## config.mk

```make
export PLATFORM = sky130hd
export DESIGN_NAME = sha_phase_scheduler
export DESIGN_NICKNAME = d
export VERILOG_FILES = /design/src/rtl/sha_phase_scheduler.sv
export SDC_FILE = /design/constraint.sdc
export NUM_CORES = 1
export LEC_CHECK = 0
export BUFFER_PORTS_ARGS = -buffer_cell sky130_fd_sc_hd__buf_4
export CAP_MARGIN = 40
export CORE_AREA = 3 3 74 76
export CTS_CLUSTER_DIAMETER = 120
export DETAILED_ROUTE_END_ITERATION = 10
export DIE_AREA = 0 0 77 79
export PLACE_DENSITY = 0.74
export SLEW_MARGIN = 20
export SYNTH_ARGS = -nofsm -noshare
export SYNTH_HDL_FRONTEND = slang
export SYNTH_SLANG_ARGS = --single-unit
```

## constraint.sdc

```tcl
create_clock -name clk -period 2.05 [get_ports clk]
set_input_delay 0.205 -clock clk [delete_from_list [all_inputs] [get_ports clk]]
set_output_delay 0.205 -clock clk [all_outputs]
set_load 0.005 [all_outputs]
```

## src/rtl/sha_phase_scheduler.sv

```systemverilog
// Phase sequencer for the parallel SHA-256 core bank of the miner.
// Runs the phase-1 midstate once, then phase-2/phase-3 batches over the nonce space.
module sha_phase_scheduler #(
  parameter int NUM_CORES  = 16,
  parameter int NUM_NONCES = 16,
  parameter int TIMEOUT    = 1023
) (
  input  logic                 clk,
  input  logic                 reset_n,
  input  logic                 start,
  input  logic [NUM_CORES-1:0] core_done,
  output logic [NUM_CORES-1:0] core_start,
  output logic [1:0]           phase,
  output logic [15:0]          nonce_base,
  output logic                 hin_sel,
  output logic                 mid_capture,
  output logic                 result_we,
  output logic                 busy,
  output logic                 done,
  output logic                 error
);

  localparam int WDW = $clog2(TIMEOUT + 1);
  localparam logic [WDW-1:0] WD_LAST = WDW'(TIMEOUT - 1);
  localparam logic [WDW-1:0] WD_ONE = WDW'(1);
  localparam logic [16:0] STEP = 17'(NUM_CORES);
  localparam logic [16:0] LIMIT = 17'(NUM_NONCES);
  localparam logic [NUM_CORES-1:0] ALL = '1;

  typedef enum logic [2:0] {
    S_IDLE,
    S_P1_GO,
    S_P1_WAIT,
    S_P2_GO,
    S_P2_WAIT,
    S_P3_GO,
    S_P3_WAIT,
    S_FIN
  } state_e;

  state_e               state_q, state_d;
  logic [NUM_CORES-1:0] collect_q, collect_d;
  logic [WDW-1:0]       wdog_q, wdog_d;
  logic [15:0]          nb_q, nb_d;
  logic                 err_q, err_d;

  logic [NUM_CORES-1:0] seen;
  logic                 all_in;
  logic                 wd_exp;
  logic [16:0]          nb_next;

  always_ff @(posedge clk or negedge reset_n) begin
    if (!reset_n) begin
      state_q   <= S_IDLE;
      collect_q <= '0;
      wdog_q    <= '0;
      nb_q      <= '0;
      err_q     <= 1'b0;
    end else begin
      state_q   <= state_d;
      collect_q <= collect_d;
      wdog_q    <= wdog_d;
      nb_q      <= nb_d;
      err_q     <= err_d;
    end
  end

  // A pulse landing with the last missing bit still completes the phase.
  assign seen    = collect_q | core_done;
  assign all_in  = (seen == ALL);
  assign wd_exp  = (wdog_q == WD_LAST);
  assign nb_next = {1'b0, nb_q} + STEP;

  always_comb begin
    state_d     = state_q;
    collect_d   = collect_q;
    wdog_d      = wdog_q;
    nb_d        = nb_q;
    err_d       = err_q;
    core_start  = '0;
    phase       = 2'd0;
    hin_sel     = 1'b0;
    mid_capture = 1'b0;
    result_we   = 1'b0;
    busy        = 1'b1;
    done        = 1'b0;

    unique case (state_q)
      S_IDLE: begin
        busy      = 1'b0;
        wdog_d    = '0;
        collect_d = '0;
        if (start) begin
          state_d = S_P1_GO;
          err_d   = 1'b0;
          nb_d    = '0;
        end
      end
      S_P1_GO: begin
        phase         = 2'd1;
        core_start[0] = 1'b1;
        wdog_d        = '0;
        state_d       = S_P1_WAIT;
      end
      S_P1_WAIT: begin
        phase  = 2'd1;
        wdog_d = wdog_q + WD_ONE;
        if (core_done[0]) begin
          mid_capture = 1'b1;
          state_d     = S_P2_GO;
        end else if (wd_exp) begin
          err_d   = 1'b1;
          state_d = S_FIN;
        end
      end
      S_P2_GO: begin
        phase      = 2'd2;
        hin_sel    = 1'b1;
        core_start = ALL;
        wdog_d     = '0;
        collect_d  = '0;
        state_d    = S_P2_WAIT;
      end
      S_P2_WAIT: begin
        phase     = 2'd2;
        hin_sel   = 1'b1;
        wdog_d    = wdog_q + WD_ONE;
        collect_d = seen;
        if (all_in) begin
          collect_d = '0;
          state_d   = S_P3_GO;
        end else if (wd_exp) begin
          collect_d = '0;
          err_d     = 1'b1;
          state_d   = S_FIN;
        end
      end
      S_P3_GO: begin
        phase      = 2'd3;
        core_start = ALL;
        wdog_d     = '0;
        collect_d  = '0;
        state_d    = S_P3_WAIT;
      end
      S_P3_WAIT: begin
        phase     = 2'd3;
        wdog_d    = wdog_q + WD_ONE;
        collect_d = seen;
        if (all_in) begin
          collect_d = '0;
          result_we = 1'b1;
          // Phase 1 midstate is reused; only P2/P3 repeat per batch.
          if (nb_next < LIMIT) begin
            nb_d    = nb_next[15:0];
            state_d = S_P2_GO;
          end else begin
            state_d = S_FIN;
          end
        end else if (wd_exp) begin
          collect_d = '0;
          err_d     = 1'b1;
          state_d   = S_FIN;
        end
      end
      S_FIN: begin
        busy    = 1'b0;
        done    = 1'b1;
        state_d = S_IDLE;
      end
      default: begin
        state_d = S_IDLE;
      end
    endcase
  end

  assign nonce_base = nb_q;
  assign error      = err_q;

endmodule

```

==> results of run 1 <==
[synth_stat cells, drive strengths merged (2+ instances only)]
cell and number:
inv 7, ha 3, a311oi 2, nand4 3, nor3 4, a22o 15, buf 25, nand3 8
nand2 12, and3 7, o22ai 11, nor2b 10, a211oi 6, a21oi 10, a31oi 4, nor2 16
a21boi 2, and2 3, or3 3, dfrtp 42, nand2b 3, and4 4, o21ai 8, xnor2 3
xor2 6, clkbuf 4, o21a 2
[state kept, by name, indices dropped and copies added (netlist names)]
register / cells
collect_q: 16
nonce_base: 12
state_q: 3
error: 1
wdog_q: 10
[final timing paths]
| path | startpoint | endpoint | slack (ps) | cells past startpoint |
|---|---|---|---|---|
| worst max-delay path | collect_q[14] | result_we | 160 | 5 |
| worst min-delay path | core_done[5] | collect_q[5] | 130 | 2 |
| worst max register to register | nonce_base[5] | nonce_base[5] | 180 | 7 |
| worst min register to register | collect_q[10] | collect_q[10] | 510 | 1 |
| max in group asynchronous | reset_n | collect_q[9] | 1250 | 2 |
| min in group asynchronous | reset_n | wdog_q[8] | 430 | 2 |
[layout make-up]
class                      instances  area share [%]
clock buffer                       5            2.43
timing repair buffer              69            18.4
tap                               67            2.96
sequential                        42            37.2
multi-input combinational        160            37.3
clock inverter                     3           0.840
inverter                           7           0.929
[worst reg2reg max path, stage by stage, from the launching register on]
cell and delay [ps]:
sky130_fd_sc_hd__dfrtp_1 450, sky130_fd_sc_hd__ha_2 230, sky130_fd_sc_hd__and3_2 240, sky130_fd_sc_hd__a311oi_1 280
sky130_fd_sc_hd__a31oi_1 80, sky130_fd_sc_hd__nor4b_2 250, sky130_fd_sc_hd__buf_4 160, sky130_fd_sc_hd__a211oi_1 70
[stage by stage]
stage | hold WS [ps] | area [um^2] | total power [W] | setup slack [ps] | utilization (%)
floorplan | -90.6 | 2300 | 0.00243 | 135 | -
global placement | 222 | 2700 | 0.00296 | 182 | 56.5
detailed placement | 228 | 2700 | 0.00301 | 67.0 | 56.5
CTS | 125 | 2810 | 0.00357 | 63.7 | 58.7
global route | 115 | 2830 | 0.00386 | 3.48 | 59.1
finish | 130 | 2830 | 0.00359 | 159 | 59.1
[metal layers]
| metal | global-route usage, % | vias up | wire length (um) |
|---|---|---|---|
| met5 | 0 | - | 0 |
| met4 | 5.69 | 0 | 64 |
| met3 | 4.20 | 8 | 335 |
| met2 | 26.3 | 68 | 2220 |
| met1 | 23.6 | 901 | 2330 |
| li1 | - | 933 | - |
[power by group through the flow]
stage	clock, W	sequential [W]	combinational [W]
finish	0.000557	0.00134	0.00169
global route	0.000611	0.00138	0.00187
CTS	0.000572	0.00133	0.00167
detailed placement	0	0.00134	0.00167
global placement	0	0.00133	0.00163
floorplan	0	0.00125	0.00118
[placed cells by master, fill, tap and decap left out, types with 2 or more instances in the layout]
cell type and n:
sky130_fd_sc_hd__a211oi_1 6, sky130_fd_sc_hd__a21oi_1 10, sky130_fd_sc_hd__a22o_1 15, sky130_fd_sc_hd__a311oi_1 2, sky130_fd_sc_hd__a31oi_1 4, sky130_fd_sc_hd__and2_1 3, sky130_fd_sc_hd__and3_1 6, sky130_fd_sc_hd__and4_1 2
sky130_fd_sc_hd__buf_4 68, sky130_fd_sc_hd__clkbuf_8 5, sky130_fd_sc_hd__clkinvlp_4 2, sky130_fd_sc_hd__conb_1 4, sky130_fd_sc_hd__dfrtp_1 42, sky130_fd_sc_hd__ha_1 2, sky130_fd_sc_hd__inv_1 7, sky130_fd_sc_hd__nand2_1 12
sky130_fd_sc_hd__nand2b_1 3, sky130_fd_sc_hd__nand3_1 7, sky130_fd_sc_hd__nand4_1 3, sky130_fd_sc_hd__nor2_1 16, sky130_fd_sc_hd__nor2b_1 10, sky130_fd_sc_hd__nor3_1 4, sky130_fd_sc_hd__o21a_1 2, sky130_fd_sc_hd__o21ai_0 8
sky130_fd_sc_hd__o22ai_1 11, sky130_fd_sc_hd__or3_1 3, sky130_fd_sc_hd__xnor2_1 3, sky130_fd_sc_hd__xor2_1 6
[timing repair]
action | CTS | global route
setup buffers | 0 | 1
endpoints found under the hold margin | 42 | 0
resized for setup | 1 | 3
hold buffers | 1 | 0
setup endpoints to repair | 15 | 21
pin swaps | 0 | 1
[cells by family after synthesis]
| group | after synthesis | synth area share [%] |
|---|---|---|
| buf+inv | 36 | 9.13 |
| simple gates | 75 | 18.1 |
| mux | 1 | 0.437 |
| xor+xnor | 9 | 3.44 |
| flops | 42 | 45.9 |
| compound gates | 68 | 21.2 |
| fa+ha+maj | 3 | 1.64 |
| other cells | 1 | 0.164 |
==> PnR_summary.wiki, run 1 <==
{| class="wikitable"
! Metric !! Value
|-
| Total area of multi-input combinational cells || roughly 1100 um^2
|-
| Number of remaining DRC errors || 0
|-
| Hold Violations, Final || 0
|-
| Worst setup SP type || flop
|-
| Sum of negative setup slack || 0 ps
|-
| Slew headroom || roughly 64%
|-
| Post-detailed-route wirelength per cell || around 14 um
|-
| CP arrival || 1690 ps
|-
| Standard-cell rows || 25
|-
| RSZ-0062 raised after global routing || false
|-
| Fmax || between 0.5 and 0.6 GHz
|-
| Number of setup violations in the final report || 0
|-
| Total power density per cell area || 1270 nW/um^2
|-
| Number of port buffers || between 50 and 60
|-
| First-pass GRT wire length || 8420 um
|-
| Register Area || around 1100 um^2
|-
| Power share of the combinational group || between 40% and 50%
|-
| Root Driver || sky130_fd_sc_hd__clkbuf_8
|-
| Synthesized area per cell || about 9.7 um^2
|-
| Number of sinks on the clock net || 42
|-
| CTS tree || done
|-
| Last weighted congestion value of the routability-driven placer || 0.833
|-
| Pleak || around 1.4 nW
|-
| Portion of the post-synthesis area used by sequential elements || 45.9%
|-
| Via density || ~5.4
|-
| Total clock buffers created by CTS || 5
|-
| Kind of cell adding the most delay to the critical path || simple AND/OR/NAND/NOR gates
|-
| H-tree depth || 2
|-
| Count of synthesis-stage warnings from yosys || 0
|-
| Starting utilization of the core area || 47.8%
|-
| Post-synth top area share || 45.9%
|-
| Placeable Area || 4790 um^2
|-
| Area of the mapped netlist || 2290 um^2
|-
| Clock network power share || approximately 16%
|-
| Via count || ~1900
|-
| Fill cell total of the finished layout || between 400 and 500
|-
| Count of buffering cells on the critical path with inverters included || 1
|-
| Die area || 6080 um^2
|-
| Iteration-0 DRC count of the detailed router || between 150 and 200
|-
| DP Wirelength || 3590 um
|-
| Min-delay worst type || in2reg
|-
| Worst Setup End Kind || output port
|-
| CP max FO || 6
|-
| Max-slew violation count || 0
|-
| Total congestion overflow || 0
|-
| GRT Util Overall || approximately 17%
|-
| Vias in the first global route || approximately 1800
|-
| Final Net Count || slightly above 300
|-
| Cell types occupying the most area after synthesis || sky130_fd_sc_hd__dfrtp_1 (46%), sky130_fd_sc_hd__buf_4 (5.9%), sky130_fd_sc_hd__a22o_1 (5.7%), sky130_fd_sc_hd__o22ai_1 (3.0%), sky130_fd_sc_hd__nor2b_1 (2.7%)
|-
| Fin crit period || roughly 1900 ps
|-
| Die X-Extent || between 70 and 80 um
|-
| Fin cells || roughly 350
|-
| Buffer levels on the longest clock path || 2
|-
| Cells along the critical path || o22ai_1 > nor2_1 > nand4_1 > nor3_1 > buf_4
|-
| Largest area contributor in the synthesized netlist || sky130_fd_sc_hd__dfrtp_1
|-
| Critical path type || reg2out
|-
| Worst VDD drop || about 0.75 mV
|-
| Fraction of final layout cells with drive strength greater than 1 || 29.7%
|-
| I/O pin total || 59
|-
| Mapped Cells || around 240
|-
| Top FF cell, synth || sky130_fd_sc_hd__dfrtp_1
|-
| Remaining number of nets flagged by the antenna check after routing || 0
|-
| Async set-reset flop share out of synthesis || 100%
|-
| Share of total power consumed by net switching || about two fifths
|-
| Clock edge transition at the registers on the reported setup and hold paths || 90 ps
|-
| Setup skew after layout || ~9 ps
|-
| Internal || 0.00221 W
|-
| Largest incremental delay on the critical path || 400 ps
|-
| Switching power of the nets || ~0.0014 W
|-
| Source-to-sink clock delay at the later pin of the worst-skew pair || ~300 ps
|-
| First-pass iteration count of the detailed router || 4
|-
| Placed insts || 343
|-
| Vertical die dimension || roughly 79 um
|-
| Tightest Pin Transition || roughly 530 ps
|-
| Number of enable-type register cells in the synthesized netlist || 0
|-
| Data required time of the worst path || approximately 1900 ps
|-
| Overall routed net length || about 5000 um
|-
| Register bit total from synthesis || 42
|-
| Distinct cell type count of the synthesized netlist || 45
|-
| Pin count of the biggest net entering global routing || 43
|-
| Final critical-path share of the clock period || a little over 90%
|-
| Status || completed
|-
| Antenna diode instance count || 0
|-
| Area growth from synthesis to layout || 23.6%
|-
| Number of antenna violations at the first check in global routing || 0
|-
| Max capacitance violation total || 0
|-
| Share of power burned in registers || 37.3%
|-
| Highest-delay cell along the critical path || sky130_fd_sc_hd__dfrtp_1
|}
(Power assumes the default switching activity.)
==> inputs of run 2 (changes only) <==
CORE_AREA = 5 5 76 78   (was 3 3 74 76)
DIE_AREA = 0 0 81 83   (was 0 0 77 79)
==> run 2 against run 1 <==
Setup slack worse by 31 ps. Critical path type is now reg2reg. Die area is 11% higher. Critical endpoint is now nonce_base[4]. Critical path depth is 1 higher. Cell count stayed put. Sequential share of layout area is 0.11 points higher. Global-route usage is 0.32 points lower.
==> PnR_summary.wiki, run 2 (synthesis results as in run 1) <==
{| class="wikitable"
! Metric !! Value
|-
| Status || completed
|-
| Slew headroom || 54.8% (-9.6 points)
|-
| Largest incremental delay on the critical path || 440 ps (+40 ps)
|-
| Share of total power consumed by net switching || 38.3% (-0.048 points)
|-
| Sum of negative setup slack || 0 ps (unchanged)
|-
| Setup skew after layout || 7.49 ps (-1.58 ps)
|-
| Number of flip-flops under the largest register name || 16 (unchanged)
|-
| Data required time of the worst path || 2220 ps (+370 ps)
|-
| Vertical die dimension || 83 um (+5.1%)
|-
| Capturing point of the worst reg2reg path || nonce_base[4]
|-
| Leading cell type in the layout, fill and taps excluded || sky130_fd_sc_hd__buf_4
|-
| Post-detailed-route wirelength per cell || 14.6 um (+4.3%)
|-
| Starting utilization of the core area || 45.7% (-2.1 points)
|-
| Fmax || 0.520 GHz (-1.6%)
|-
| First-pass iteration count of the detailed router || 4 (unchanged)
|-
| Worst setup SP type || flop
|-
| Standard-cell rows || 26 (+4.0%)
|-
| Die area || 6720 um^2 (+11%)
|-
| DP Area || 2710 um^2 (about the same)
|-
| Final critical-path share of the clock period || 93.8% (+1.5 points)
|-
| Leading cell types in the layout, fill and taps excluded || sky130_fd_sc_hd__buf_4 (64), sky130_fd_sc_hd__dfrtp_1 (41), sky130_fd_sc_hd__nor2_1 (16), sky130_fd_sc_hd__a22o_1 (15), sky130_fd_sc_hd__nand2_1 (12)
|-
| Switching power of the nets || 0.00136 W (-1.0%)
|-
| Final Net Count || 304 (-0.98%)
|-
| RSZ-0062 raised after global routing || false
|-
| Launch instance of the worst register-to-register path || nonce_base[5]
|-
| Last weighted congestion value of the routability-driven placer || 0.866 (+4.0%)
|-
| Register Area || 1050 um^2 (+0.12%)
|-
| Fin crit period || 1920 ps (+31.3 ps)
|-
| First-pass GRT wire length || 9050 um (+7.5%)
|-
| Fraction of final layout cells with drive strength greater than 1 || 29.0% (-0.75 points)
|-
| Number of setup violations in the final report || 0 (unchanged)
|-
| Total power density per cell area || 1260 nW/um^2 (-0.72%)
|-
| Max capacitance violation total || 0 (unchanged)
|-
| Number of setup buffers added after CTS || 0 (unchanged)
|-
| Root Driver || sky130_fd_sc_hd__clkbuf_8
|-
| Vias in the first global route || 1917 (+5.8%)
|-
| Total clock buffers created by CTS || 5 (unchanged)
|-
| DP Wirelength || 3740 um (+4.2%)
|-
| Tightest Pin Transition || 677 ps (+144 ps)
|-
| Via count || 1925 (+0.79%)
|-
| Cells along the critical path || ha_2 > and3_2 > a311oi_2 > a31oi_1 > nor4b_4 > a211oi_1
|-
| I/O pin total || 59 (unchanged)
|-
| Pin count of the biggest net entering global routing || 43 (unchanged)
|-
| Clock network power share || 14.9% (-0.6 points)
|-
| Total area of multi-input combinational cells || 1060 um^2 (+0.24%)
|-
| Die X-Extent || 81 um (+5.2%)
|-
| GRT Util Overall || 16.7% (-0.32 points)
|-
| Fill cell total of the finished layout || 474 (+9.5%)
|-
| CTS tree || done
|-
| Hold Violations, Final || 0 (unchanged)
|-
| Overall routed net length || 5170 um (+4.3%)
|-
| Power share of the combinational group || 47.9% (+0.8 points)
|-
| Cell depth of the worst flop-to-flop path || 6 (-1)
|-
| Iteration-0 DRC count of the detailed router || 79 (-52%)
|-
| CP max FO || 6 (unchanged)
|-
| Worst min-delay path startpoint || core_done[10]
|-
| Max-slew violation count || 0 (unchanged)
|-
| Fin util || 56.4% (-2.7 points)
|-
| CP arrival || 2090 ps (+400 ps)
|-
| Final Power || 0.00355 W (-0.89%)
|-
| Worst VDD drop || 0.775 mV (+3.1%)
|-
| Source-to-sink clock delay at the later pin of the worst-skew pair || 300 ps (about the same)
|-
| Pleak || 1.35 nW (-0.59%)
|-
| Total congestion overflow || 0 (unchanged)
|-
| Antenna diode instance count || 0 (unchanged)
|-
| Remaining number of nets flagged by the antenna check after routing || 0 (unchanged)
|-
| H-tree depth || 2 (unchanged)
|-
| Register with the highest flop count || collect_q
|-
| Share of power burned in registers || 37.2% (about the same)
|-
| Worst Setup End Kind || flop
|-
| Min-delay worst type || in2reg
|-
| Hold path endpoint || collect_q[10]
|-
| Internal || 0.00219 W (-0.82%)
|-
| Clock edge transition at the registers on the reported setup and hold paths || 80 ps (about the same)
|-
| Minimum setup slack among reg-to-reg paths || 130 ps (-50 ps)
|-
| Highest-delay cell along the critical path || sky130_fd_sc_hd__dfrtp_1
|-
| Placeable Area || 5010 um^2 (+4.7%)
|-
| Number of sinks on the clock net || 42 (unchanged)
|-
| Number of port buffers || 54 (unchanged)
|-
| Via density || 5.45 (+0.79%)
|-
| Cell area after layout || 2820 um^2 (-0.18%)
|-
| Buffer levels on the longest clock path || 2 (unchanged)
|-
| Number of remaining DRC errors || 0 (unchanged)
|-
| Number of antenna violations at the first check in global routing || 0 (unchanged)
|-
| Critical path type || reg2reg
|-
| Hold depth || 2 (unchanged)
|-
| Area growth from synthesis to layout || 23.4%
|}
==> run 2: through the flow <==
stage,hold slack (ps),cells,worst slack [ps]
after global routing,122,353,4.71
after global placement,215,344,175
after detailed placement,229,344,73.9
final,133,353,128
after CTS,127,353,61.7
after floorplan,-90.6,238,135
==> run 2: worst max-delay path: cells and delay by family (launching register included) <==
family          cells  cell delay [ps]
simple gates        2              630
compound gates      3              510
flops               1              440
fa+ha+maj           1              230
==> run 2: routing by layer <==
metal	global-route usage, %	part of all wire (%)	vias to the layer above
li1	-	-	930
met1	23.5	47	914
met2	24.3	45	72
met3	4.98	6.8	9
met4	5.99	1.7	0
met5	0	0	-
==> run 2: power groups by stage <==
stage               registers [W]  logic [W]  clock network (W)
global placement          0.00132    0.00163                  0
detailed placement        0.00132    0.00170                  0
finish                    0.00132    0.00170           0.000530
CTS                       0.00132    0.00170           0.000553
global route              0.00137    0.00190           0.000579
floorplan                 0.00125    0.00118                  0
==> run 2: worst max path at each step <==
stage	start	to	slack, ps	depth (start not counted)
floorplan	state_q[0]	core_start[10]	130	4
global placement	nonce_base[5]	nonce_base[6]	170	6
detailed placement	nonce_base[5]	nonce_base[5]	70	6
CTS	nonce_base[5]	nonce_base[5]	60	6
global route	wdog_q[1]	collect_q[7]	5	5
finish	nonce_base[5]	nonce_base[4]	130	6
==> run 2: what timing repair did <==
item / 4_1_cts / 5_1_grt
hold endpoints to repair: 42 / 0
hold buffers: 1 / 0
gates resized for setup: 0 / 4
endpoints found under the setup margin: 0 / 20
==> run 2: final cells by class <==
class                      instances  area share, %
tap                               70           3.10
timing repair buffer              66           18.1
sequential                        42           37.3
inverter                           7          0.930
multi-input combinational        160           37.4
clock inverter                     3          0.753
clock buffer                       5           2.44
==> inputs of run 3 (changes only) <==
ABC_AREA = 1   (was default)
CORE_AREA = 5 5 77 79   (was 5 5 76 78)
CTS_BUF_LIST = sky130_fd_sc_hd__clkbuf_2 sky130_fd_sc_hd__clkbuf_4 sky130_fd_sc_hd__clkbuf_8   (was default)
DIE_AREA = 0 0 82 84   (was 0 0 81 83)
GPL_TIMING_DRIVEN = 0   (was default)
PLACE_DENSITY = 0.78   (was 0.74)
==> run 3 against run 2 <==
Clock-buffer cell count increased by 3. Via count is 23% higher. Largest power group unchanged. Highest routed layer unchanged. Cell count rose by 38%. Core utilization up 5.0 points. Global-route usage grew 1.4 points. Critical path depth is 1 higher. Maximum frequency down 0.43%. Combinational power rose by 6%. Clock power is 16% higher. Sequential power decreased by 18%. Clock skew grew 5.2 ps. Worst hold slack improved by 30 ps.
==> PnR_summary.wiki, run 3 <==
{| class="wikitable"
! Metric !! Value
|-
| Die X-Extent || 82 um (+1.2%)
|-
| GRT Util Overall || 18.1% (+1.4 points)
|-
| Worst Setup End Kind || output port
|-
| Final Net Count || 435 (+43%)
|-
| Via count || 2359 (+23%)
|-
| Source-to-sink clock delay at the later pin of the worst-skew pair || 300 ps (about the same)
|-
| Cell depth of the worst flop-to-flop path || 11 (+5)
|-
| CTS tree || done
|-
| Area growth from synthesis to layout || 25.9%
|-
| Iteration-0 DRC count of the detailed router || 80 (+1.3%)
|-
| Starting utilization of the core area || 48.8% (+3.1 points)
|-
| Root Driver || sky130_fd_sc_hd__clkbuf_8
|-
| Register with the highest flop count || collect_q
|-
| Setup skew after layout || 12.7 ps (+5.22 ps)
|-
| Number of flip-flops under the largest register name || 16 (unchanged)
|-
| Commonest cells in the synthesized netlist || sky130_fd_sc_hd__nand2_1 (88), sky130_fd_sc_hd__inv_1 (49), sky130_fd_sc_hd__dfrtp_1 (42), sky130_fd_sc_hd__nor2_1 (29), sky130_fd_sc_hd__buf_4 (18)
|-
| Status || completed
|-
| Register bit total from synthesis || 42 (unchanged)
|-
| Post-synth top area share || 40.9% (-5.0 points)
|-
| First-pass GRT wire length || 9880 um (+9.1%)
|-
| Leading cell type in the layout, fill and taps excluded || sky130_fd_sc_hd__nand2_1
|-
| Mapped Cells || 344 (+46%)
|-
| Hold Violations, Final || 0 (unchanged)
|-
| Max capacitance violation total || 0 (unchanged)
|-
| Number of port buffers || 54 (unchanged)
|-
| Critical path type || reg2out
|-
| Clock edge transition at the registers on the reported setup and hold paths || 70 ps (about the same)
|-
| Most numerous cell in the Yosys netlist || sky130_fd_sc_hd__nand2_1
|-
| Slew headroom || 64.1% (+9.3 points)
|-
| Pleak || 1.70 nW (+26%)
|-
| Worst VDD drop || 0.680 mV (-12%)
|-
| DP Area || 3080 um^2 (+14%)
|-
| Async set-reset flop share out of synthesis || 100% (unchanged)
|-
| First-pass iteration count of the detailed router || 4 (unchanged)
|-
| Max-slew violation count || 0 (unchanged)
|-
| Total power density per cell area || 1080 nW/um^2 (-14%)
|-
| Number of enable-type register cells in the synthesized netlist || 0 (unchanged)
|-
| DP Wirelength || 4370 um (+17%)
|-
| RSZ-0062 raised after global routing || false
|-
| Portion of the post-synthesis area used by sequential elements || 40.9% (-5.0 points)
|-
| Post-detailed-route wirelength per cell || 11.8 um (-20%)
|-
| Total congestion overflow || 0 (unchanged)
|-
| Synthesized area per cell || 7.47 um^2 (-23%)
|-
| Top FF cell, synth || sky130_fd_sc_hd__dfrtp_1
|-
| Worst setup SP type || flop
|-
| Standard-cell rows || 27 (+3.8%)
|-
| Minimum setup slack among reg-to-reg paths || 200 ps (+70 ps)
|-
| Worst min-delay path startpoint || start
|-
| Die area || 6890 um^2 (+2.5%)
|-
| Min-delay worst type || in2reg
|-
| Fin util || 61.4% (+5.0 points)
|-
| I/O pin total || 59 (unchanged)
|-
| Number of remaining DRC errors || 0 (unchanged)
|-
| Fin crit period || 1930 ps (+8.22 ps)
|-
| Distinct cell type count of the synthesized netlist || 34 (-24%)
|-
| CP max FO || 17 (+11)
|-
| Fraction of final layout cells with drive strength greater than 1 || 30.7% (+1.7 points)
|-
| Number of setup violations in the final report || 0 (unchanged)
|-
| Capturing point of the worst reg2reg path || nonce_base[12]
|-
| Placeable Area || 5270 um^2 (+5.2%)
|-
| H-tree depth || 2 (unchanged)
|-
| Cell area after layout || 3240 um^2 (+15%)
|-
| Vertical die dimension || 84 um (+1.2%)
|-
| Data required time of the worst path || 1850 ps (-370 ps)
|-
| Count of synthesis-stage warnings from yosys || 0 (unchanged)
|-
| Vias in the first global route || 2254 (+18%)
|-
| Total clock buffers created by CTS || 5 (unchanged)
|-
| Fill cell total of the finished layout || 500 (+5.5%)
|-
| Largest area contributor in the synthesized netlist || sky130_fd_sc_hd__dfrtp_1
|-
| Hold WS || 163 ps (+29.9 ps)
|-
| Hold path endpoint || state_q[0]
|-
| Remaining number of nets flagged by the antenna check after routing || 0 (unchanged)
|-
| Last weighted congestion value of the routability-driven placer || 0.846 (-2.4%)
|-
| Pin count of the biggest net entering global routing || 43 (unchanged)
|-
| Register Area || 1050 um^2 (unchanged)
|-
| Leading cell types in the layout, fill and taps excluded || sky130_fd_sc_hd__nand2_1 (87), sky130_fd_sc_hd__buf_4 (76), sky130_fd_sc_hd__inv_1 (49), sky130_fd_sc_hd__dfrtp_1 (41), sky130_fd_sc_hd__nor2_1 (29)
|-
| Hold depth || 3 (+1)
|-
| Launch instance of the worst register-to-register path || nonce_base[5]
|-
| CP arrival || 1730 ps (-360 ps)
|-
| Number of sinks on the clock net || 42 (unchanged)
|-
| Total area of multi-input combinational cells || 1160 um^2 (+9.6%)
|-
| Final critical-path share of the clock period || 94.2% (+0.40 points)
|-
| Number of antenna violations at the first check in global routing || 0 (unchanged)
|-
| Buffer levels on the longest clock path || 2 (unchanged)
|-
| Fmax || 0.518 GHz (-0.43%)
|-
| Tightest Pin Transition || 538 ps (-139 ps)
|-
| Via density || 4.85 (-11%)
|-
| Overall routed net length || 5720 um (+11%)
|-
| Antenna diode instance count || 0 (unchanged)
|-
| Cell types occupying the most area after synthesis || sky130_fd_sc_hd__dfrtp_1 (41%), sky130_fd_sc_hd__nand2_1 (13%), sky130_fd_sc_hd__inv_1 (7.2%), sky130_fd_sc_hd__buf_4 (5.3%), sky130_fd_sc_hd__nor2_1 (4.2%)
|-
| Area of the mapped netlist || 2570 um^2 (+12%)
|}
-- run 3: cell count changes in the layout (fill, tap and decap cells not counted), moves of 9 or more --
| cell | delta |
|---|---|
| sky130_fd_sc_hd__nand2_1 | +75 |
| sky130_fd_sc_hd__inv_1 | +42 |
| sky130_fd_sc_hd__a22o_1 | -15 |
| sky130_fd_sc_hd__nor2_1 | +13 |
| sky130_fd_sc_hd__buf_4 | +12 |
| sky130_fd_sc_hd__a21oi_2 | +10 |
| sky130_fd_sc_hd__nor2b_1 | -10 |
| sky130_fd_sc_hd__o21ai_0 | +9 |
| sky130_fd_sc_hd__or2_2 | +9 |
-- run 3: metal layers --
layer / vias to the layer above / track usage, % / wire (um)
li1: 1202 / - / -
met1: 1099 / 21.4 / 2400
met2: 46 / 32.2 / 3000
met3: 12 / 2.70 / 238
met4: 0 / 6.65 / 81
met5: - / 0 / 0
-- run 3: worst max-delay path, stage by stage, from the launching register on --
cell	delay [ps]
sky130_fd_sc_hd__dfrtp_1	320
sky130_fd_sc_hd__buf_2	230
sky130_fd_sc_hd__inv_1	80
sky130_fd_sc_hd__nor2_1	150
sky130_fd_sc_hd__nand2_1	100
sky130_fd_sc_hd__nand2_2	290
sky130_fd_sc_hd__buf_4	170
sky130_fd_sc_hd__buf_4	100
-- run 3: kinds of logic after synthesis --
group,share of synthesized area (%)
flops,40.9
other cells,0.146
fa+ha+maj,1.46
compound gates,13.4
xor+xnor,0.341
simple gates,29.0
buf+inv,14.8
-- run 3: area by class of cell --
cell class,instances,area share (%)
Buffer,24,5.68
Clock buffer,8,3.40
Tap cell,72,2.78
Inverter,52,6.03
Timing Repair Buffer,59,13.8
Sequential cell,42,32.5
Multi-Input combinational cell,229,35.8
-- run 3: repair_timing --
item / 4_1_cts / 5_1_grt
gates resized for setup: 1 / 2
pin swaps: 0 / 2
setup endpoints to repair: 18 / 13
hold buffers: 1 / 0
endpoints found under the hold margin: 42 / 0
setup buffers: 0 / 4
-- run 3: through the flow --
stage	TNS (ps)	setup slack (ps)	total power, W	std cells
after floorplan	0	285	0.00223	347
after global placement	0	26.6	0.00278	473
after detailed placement	-36.2	-36.2	0.00283	473
after CTS	0	109	0.00346	482
after global routing	0	5.23	0.00376	486
final	0	120	0.00349	486
-- run 3: how the worst max path moves through the flow --
stage | cells after the start | startpoint | end | slack (ps)
after CTS | 11 | nonce_base[4] | nonce_base[14] | 110
after global routing | 11 | nonce_base[5] | nonce_base[12] | 5
after detailed placement | 9 | state_q[0] | collect_q[14] | -40
final | 7 | state_q[0] | core_start[11] | 120
after global placement | 9 | state_q[0] | collect_q[14] | 30
after floorplan | 11 | nonce_base[4] | nonce_base[10] | 290
-- run 3: power breakdown --
part	switching [W]	leakage (nW)	internal [W]
Clock	0.000275	0.0575	0.000340
Combinational	0.000965	1.08	0.000832
Sequential	0.0000892	0.565	0.000989
Total	0.00133	1.70	0.00216
